--- src/rtl/seg7_scan_ctrl_pkg.sv ---
// Shared constants and types for the 7-segment scan controller.
// Default geometry, nibble width and active-low "off" values for segments.
package seg7_scan_ctrl_pkg;

    localparam int unsigned SEG7_NIB_W            = 4;
    localparam int unsigned SEG7_NDIG_DEF         = 4;
    localparam int unsigned SEG7_DIV_DEF          = 50000;
    localparam int unsigned SEG7_DEAD_DEF         = 500;
    localparam int unsigned SEG7_BLINK_FRAMES_DEF = 64;

    localparam logic [7:0]  SEG7_SEG_OFF          = 8'hFF;

    typedef enum logic {
        PH_DEAD = 1'b0,
        PH_SHOW = 1'b1
    } slot_phase_e;

    // Counter width for a modulus n, never narrower than one bit.
    function automatic int unsigned seg7_cnt_w(input int unsigned n);
        return (n > 1) ? $clog2(n) : 1;
    endfunction

endpackage

--- src/rtl/seg7_scan_ctrl_lzb.sv ---
// Leading-zero blanking mask: a digit is blanked when it and every digit
// above it are zero; the rightmost digit is always kept.
module seg7_scan_ctrl_lzb
    import seg7_scan_ctrl_pkg::*;
#(
    parameter int unsigned NDIG = SEG7_NDIG_DEF
) (
    input  logic [NDIG-1:0][SEG7_NIB_W-1:0] data_i,
    input  logic                            lzb_i,
    output logic [NDIG-1:0]                 blank_o
);

    logic zero_above;

    always_comb begin
        blank_o    = '0;
        zero_above = 1'b1;
        for (int i = int'(NDIG) - 1; i >= 1; i--) begin
            zero_above = zero_above & (data_i[i] == '0);
            blank_o[i] = lzb_i & zero_above;
        end
    end

endmodule

--- src/rtl/seg7_scan_ctrl.sv ---
// Time-multiplexed common-anode scan controller with dead time between digits,
// double-buffered image, leading-zero blanking and per-digit blink.
module seg7_scan_ctrl
    import seg7_scan_ctrl_pkg::*;
#(
    parameter int unsigned NDIG         = SEG7_NDIG_DEF,
    parameter int unsigned DIV          = SEG7_DIV_DEF,
    parameter int unsigned DEAD         = SEG7_DEAD_DEF,
    parameter int unsigned BLINK_FRAMES = SEG7_BLINK_FRAMES_DEF
) (
    input  logic                         CLK,
    input  logic                         RST,
    input  logic                         LOAD,
    input  logic [SEG7_NIB_W*NDIG-1:0]   DATA,
    input  logic [NDIG-1:0]              DOTS,
    input  logic [NDIG-1:0]              BLINK,
    input  logic                         LZB,
    output logic [SEG7_NIB_W-1:0]        DIN,
    output logic                         EN,
    output logic                         DOT,
    output logic [NDIG-1:0]              nAN,
    output logic                         FRAME
);

    localparam int unsigned CNT_W  = seg7_cnt_w(DIV);
    localparam int unsigned IDX_W  = seg7_cnt_w(NDIG);
    localparam int unsigned BCNT_W = seg7_cnt_w(BLINK_FRAMES);
    localparam logic [NDIG-1:0] AN_OFF = {NDIG{1'b1}};

    typedef struct packed {
        logic [NDIG-1:0][SEG7_NIB_W-1:0] data;
        logic [NDIG-1:0]                 dots;
        logic [NDIG-1:0]                 blink;
        logic                            lzb;
    } img_t;

    logic [CNT_W-1:0]      cnt_q,     cnt_d;
    logic [IDX_W-1:0]      idx_q,     idx_d;
    logic [BCNT_W-1:0]     bcnt_q,    bcnt_d;
    logic                  phase_q,   phase_d;
    logic                  pend_q,    pend_d;
    img_t                  pending_q, pending_d;
    img_t                  shadow_q,  shadow_d;

    logic [NDIG-1:0]       nan_q,     nan_d;
    logic [SEG7_NIB_W-1:0] din_q,     din_d;
    logic                  en_q,      en_d;
    logic                  dot_q,     dot_d;
    logic                  frame_q;

    img_t                  in_img_c;
    logic                  slot_end_c;
    logic                  boundary_c;
    slot_phase_e           slot_ph_c;
    logic [NDIG-1:0]       lz_blank_c;
    logic [NDIG-1:0]       dark_c;

    always_comb begin
        in_img_c.data  = DATA;
        in_img_c.dots  = DOTS;
        in_img_c.blink = BLINK;
        in_img_c.lzb   = LZB;
    end

    assign slot_end_c = (cnt_q == CNT_W'(DIV - 1));
    assign boundary_c = slot_end_c && (idx_q == IDX_W'(NDIG - 1));

    seg7_scan_ctrl_lzb #(
        .NDIG    (NDIG)
    ) u_lzb (
        .data_i  (shadow_q.data),
        .lzb_i   (shadow_q.lzb),
        .blank_o (lz_blank_c)
    );

    assign dark_c = lz_blank_c | (shadow_q.blink & {NDIG{phase_q}});

    // Slot/digit counters, blink divider and the pending -> shadow image hand-off.
    always_comb begin
        cnt_d     = cnt_q;
        idx_d     = idx_q;
        bcnt_d    = bcnt_q;
        phase_d   = phase_q;
        pend_d    = pend_q;
        pending_d = pending_q;
        shadow_d  = shadow_q;

        if (slot_end_c) begin
            cnt_d = '0;
            idx_d = boundary_c ? '0 : idx_q + IDX_W'(1);
        end else begin
            cnt_d = cnt_q + CNT_W'(1);
        end

        if (boundary_c) begin
            if (bcnt_q == BCNT_W'(BLINK_FRAMES - 1)) begin
                bcnt_d  = '0;
                phase_d = ~phase_q;
            end else begin
                bcnt_d  = bcnt_q + BCNT_W'(1);
            end
        end

        if (LOAD) begin
            pending_d = in_img_c;
        end

        // A LOAD landing exactly on the boundary goes straight to the shadow.
        if (boundary_c) begin
            pend_d = 1'b0;
            if (LOAD) begin
                shadow_d = in_img_c;
            end else if (pend_q) begin
                shadow_d = pending_q;
            end
        end else if (LOAD) begin
            pend_d = 1'b1;
        end
    end

    // Pin values for the current cnt/idx; registered, so pins trail by one cycle.
    always_comb begin
        slot_ph_c = (cnt_q >= CNT_W'(DEAD)) ? PH_SHOW : PH_DEAD;
        nan_d     = AN_OFF;
        din_d     = '0;
        dot_d     = 1'b0;
        en_d      = 1'b0;
        if (slot_ph_c == PH_SHOW) begin
            nan_d = ~(NDIG'(1) << idx_q);
            din_d = shadow_q.data[idx_q];
            dot_d = shadow_q.dots[idx_q];
            en_d  = ~dark_c[idx_q];
        end
    end

    always_ff @(posedge CLK or posedge RST) begin
        if (RST) begin
            cnt_q     <= '0;
            idx_q     <= '0;
            bcnt_q    <= '0;
            phase_q   <= 1'b0;
            pend_q    <= 1'b0;
            pending_q <= '0;
            shadow_q  <= '0;
            nan_q     <= AN_OFF;
            din_q     <= '0;
            en_q      <= 1'b0;
            dot_q     <= 1'b0;
            frame_q   <= 1'b0;
        end else begin
            cnt_q     <= cnt_d;
            idx_q     <= idx_d;
            bcnt_q    <= bcnt_d;
            phase_q   <= phase_d;
            pend_q    <= pend_d;
            pending_q <= pending_d;
            shadow_q  <= shadow_d;
            nan_q     <= nan_d;
            din_q     <= din_d;
            en_q      <= en_d;
            dot_q     <= dot_d;
            frame_q   <= boundary_c;
        end
    end

    assign nAN   = nan_q;
    assign DIN   = din_q;
    assign EN    = en_q;
    assign DOT   = dot_q;
    assign FRAME = frame_q;

endmodule

--- config.mk ---
export PLATFORM = sky130hd
export DESIGN_NAME = seg7_scan_ctrl
export DESIGN_NICKNAME = d
export VERILOG_FILES = /design/src/rtl/seg7_scan_ctrl_pkg.sv /design/src/rtl/seg7_scan_ctrl_lzb.sv /design/src/rtl/seg7_scan_ctrl.sv
export SDC_FILE = /design/constraint.sdc
export NUM_CORES = 1
export LEC_CHECK = 0
export BUFFER_PORTS_ARGS = -buffer_cell sky130_fd_sc_hd__buf_2
export CAP_MARGIN = 10
export CORE_MARGIN = 4
export CORE_UTILIZATION = 45
export DETAILED_ROUTE_END_ITERATION = 10
export HOLD_SLACK_MARGIN = 0.05
export PLACE_DENSITY_LB_ADDON = 0.25
export SKIP_LAST_GASP = 1
export SLEW_MARGIN = 20
export SYNTH_ARGS = -nofsm -noshare
export SYNTH_HDL_FRONTEND = slang
export SYNTH_SLANG_ARGS = --single-unit
--- constraint.sdc ---
create_clock -name CLK -period 3 [get_ports CLK]
set_input_delay 0 -clock CLK [delete_from_list [all_inputs] [get_ports CLK]]
set_output_delay 0 -clock CLK [all_outputs]
set_load 0.01 [all_outputs]
==> metrics <==
run status=finished, final reports clean; Avg Cell Area, Syn=13.9 um^2; Final setup viols=0; FP Rows=33; CTS Root Cell=clkbuf_8; number of global-route vias before repair=2350; reg2reg setup slack=0.58 ns; diodes inserted=0; vias per cell=5.11; maxcap violations=0; sequential share of the synthesized area=0.562; Clock Tree Buf Depth=2; CTS resizes=0; Multi-input gate area=0.00156 mm^2; initial antenna violation count=0; worst setup path endpoint=shadow_q[16]; CTS Buf Count=9; main combinational cell family by area after synthesis=multiplexers; Async SR Flop Fraction=1.00; grt ovf=0; Yosys top cell area share=0.535; fmax=413 MHz; routability cong.=0.817; Synth Area in Simple Gates=0.112; Filler cells=703; Pre-antenna DRT Iters=4; Final Skew=0.0111 ns; Die H=101 um; Syn. warnings=0; Core Area=0.00830 mm^2; Worst Reg-to-Reg Cells=5; Worst R2R End=shadow_q[16]; initial DRC count=44; Synthesized Nets=315; post-synthesis adder-cell area fraction=0.0226; power density over the cells=475 mW/mm^2; Min-Delay Path Class=in -> reg; measured slew at the worst slew-check pin=1.04 ns; Place WS=0.568 ns; Mapped Cells=280; FF+latch area=0.00218 mm^2; CP Class=reg -> reg; Layout Nets=381; biggest area consumer among synthesized cells=dfrtp_1; routed wire length per instance=15.0 um; post-CTS setup buffers=0; Post-synth EDFFs=0; Synth Area in XOR/XNOR=0.0361; Rel. slew slack=0.301; largest net degree at the start of global routing=47; Commonest cells post-synth=dfrtp_1 (83), mux2_2 (30), nand2_1 (21); vias=2328; Final WS setup=0.579 ns; worst vdd ir=0.000252 V; hpwl dp=4570 um; Starting Density=0.468; clock tree sinks=87; Ports=39; most common cell in the synthesized netlist=dfrtp_1; count of state elements after synthesis=87; mux share of post-synthesis cell area=0.199; Worst setup SP type=register; layout cell share with drive strength beyond 1=0.342; CTS tree=built; Final period util=0.807; ANT nets after route=0; total die area=0.0102 mm^2; wire length of the first global-routing pass=11700 um; Routed WL=6840 um; Worst-path clk slew=0.09 ns; setup tns final=0 ns; Post-synth top flop=dfrtp_1; complex-gate fraction of the synthesized area=0.0322; RR Startpoint=idx_q[0]; crit path max fanout=25; Clock Latency Late Sink=0.35 ns; Final min period=2.42 ns; fin. max-slew vios=0; total global-route track usage=0.147; final hold vios=0; area delta synth->final=17.9%; dominant cells by area after synthesis=dfrtp_1 (54%), mux2_2 (8.7%), mux2_4 (7.7%); Crit. Startpoint=idx_q[0]; residual DRC count=0; Static Leak=2.16 nW; DIE WIDTH=101 um; CP Capture Type=register; RSZ-0062 raised after global routing=false; Synth cell types=43; Worst EP arrival=2.66 ns; htree depth=3; area of the mapped netlist=0.00388 mm^2; Worst Path Required=3.24 ns; I/O Buffers=38
## layout by cell type, fill, tap and decap left out, types with 3 or more instances in the layout
master	count
dfstp_2	4
xor2_1	6
nand3_1	7
ha_1	7
dfrtp_1	83
o21ai_0	5
mux2_2	30
and2_1	7
mux4_2	5
nor3_1	4
inv_1	7
clkbuf_8	9
dlygate4sd3_1	26
and3_1	3
xnor2_1	10
nor4_1	6
nand2_1	21
mux2_4	20
nand4_1	6
buf_2	38
inv_6	4
nor2_1	11
## layer usage
| layer | share of wire | vias to the layer above | track usage |
|---|---|---|---|
| met3 | 0.038 | 8 | 0.0228 |
| met4 | 0.016 | 0 | 0.0653 |
| met5 | 0 | - | 0 |
| met1 | 0.48 | 1161 | 0.206 |
| met2 | 0.47 | 39 | 0.227 |
| li1 | - | 1120 | - |
## through the flow
| stage | cell area, um^2 | utilization | power [mW] | cells | hold slack [ns] |
|---|---|---|---|---|---|
| floorplan | 3880 | - | 1.30 | 280 | 0.165 |
| global placement | 4110 | 0.496 | 1.34 | 414 | 0.170 |
| detailed placement | 4110 | 0.496 | 1.34 | 414 | 0.169 |
| CTS | 4580 | 0.551 | 2.20 | 456 | 0.229 |
| global route | 4580 | 0.551 | 2.26 | 456 | 0.272 |
| finish | 4580 | 0.551 | 2.17 | 456 | 0.228 |
## critical path: stages (launching register included)
cell     delay [ns]
dfrtp_1        0.69
ha_1           0.28
and4_2         0.24
and4_1         0.35
o21ai_4        0.33
mux2_4         0.41
## final cells by class
cell class | count | share of cell area
clock buffer | 9 | 0.0271
clock inverter | 7 | 0.0170
inverter | 8 | 0.00684
multi-input combinational | 175 | 0.341
sequential | 87 | 0.477
tap | 105 | 0.0287
timing repair buffer | 65 | 0.103
## sequential cells by signal, summed over array words and instances, names as in the netlist
| register | flops |
|---|---|
| shadow_q | 25 |
| cnt_q | 16 |
| bcnt_q | 6 |
| pend_q | 1 |
| phase_q | 1 |
| DOT | 1 |
| idx_q | 2 |
| FRAME | 1 |
| pending_q | 25 |
| nAN | 4 |
| DIN | 4 |
| EN | 1 |
## how the worst min path moves through the flow
stage	startpoint	endpoint	slack, ns	cells past startpoint
3_3_place_gp	RST	shadow_q[10]	0.17	2
6_report	LOAD	pend_q	0.23	3
2_1_floorplan	DATA[5]	pending_q[14]	0.17	1
3_5_place_dp	RST	shadow_q[10]	0.17	2
5_1_grt	LOAD	pend_q	0.27	3
4_1_cts	LOAD	pend_q	0.23	3
## cells by family (layout without fill, tap and decap cells)
family / count (synthesis) / after routing
XOR/XNOR: 16 / 16
AND/OR/NAND/NOR: 78 / 78
multiplexers: 57 / 57
buffers and inverters: 18 / 89
adder cells (fa/ha/maj): 7 / 7
AO/OA/AOI/OAI: 17 / 17
flip-flops: 87 / 87
## where the power goes
part	internal [mW]	switching, mW	total, mW
sequential	1.20	0.00776	1.21
combinational	0.0687	0.0566	0.125
clock	0.395	0.439	0.834
## what timing repair did
action / in CTS / in global routing
setup endpoints to repair: 0 / 0
endpoints found under the hold margin: 94 / 0
hold buffers: 26 / 0
No activity file was read; power rests on OpenSTA's default activity.
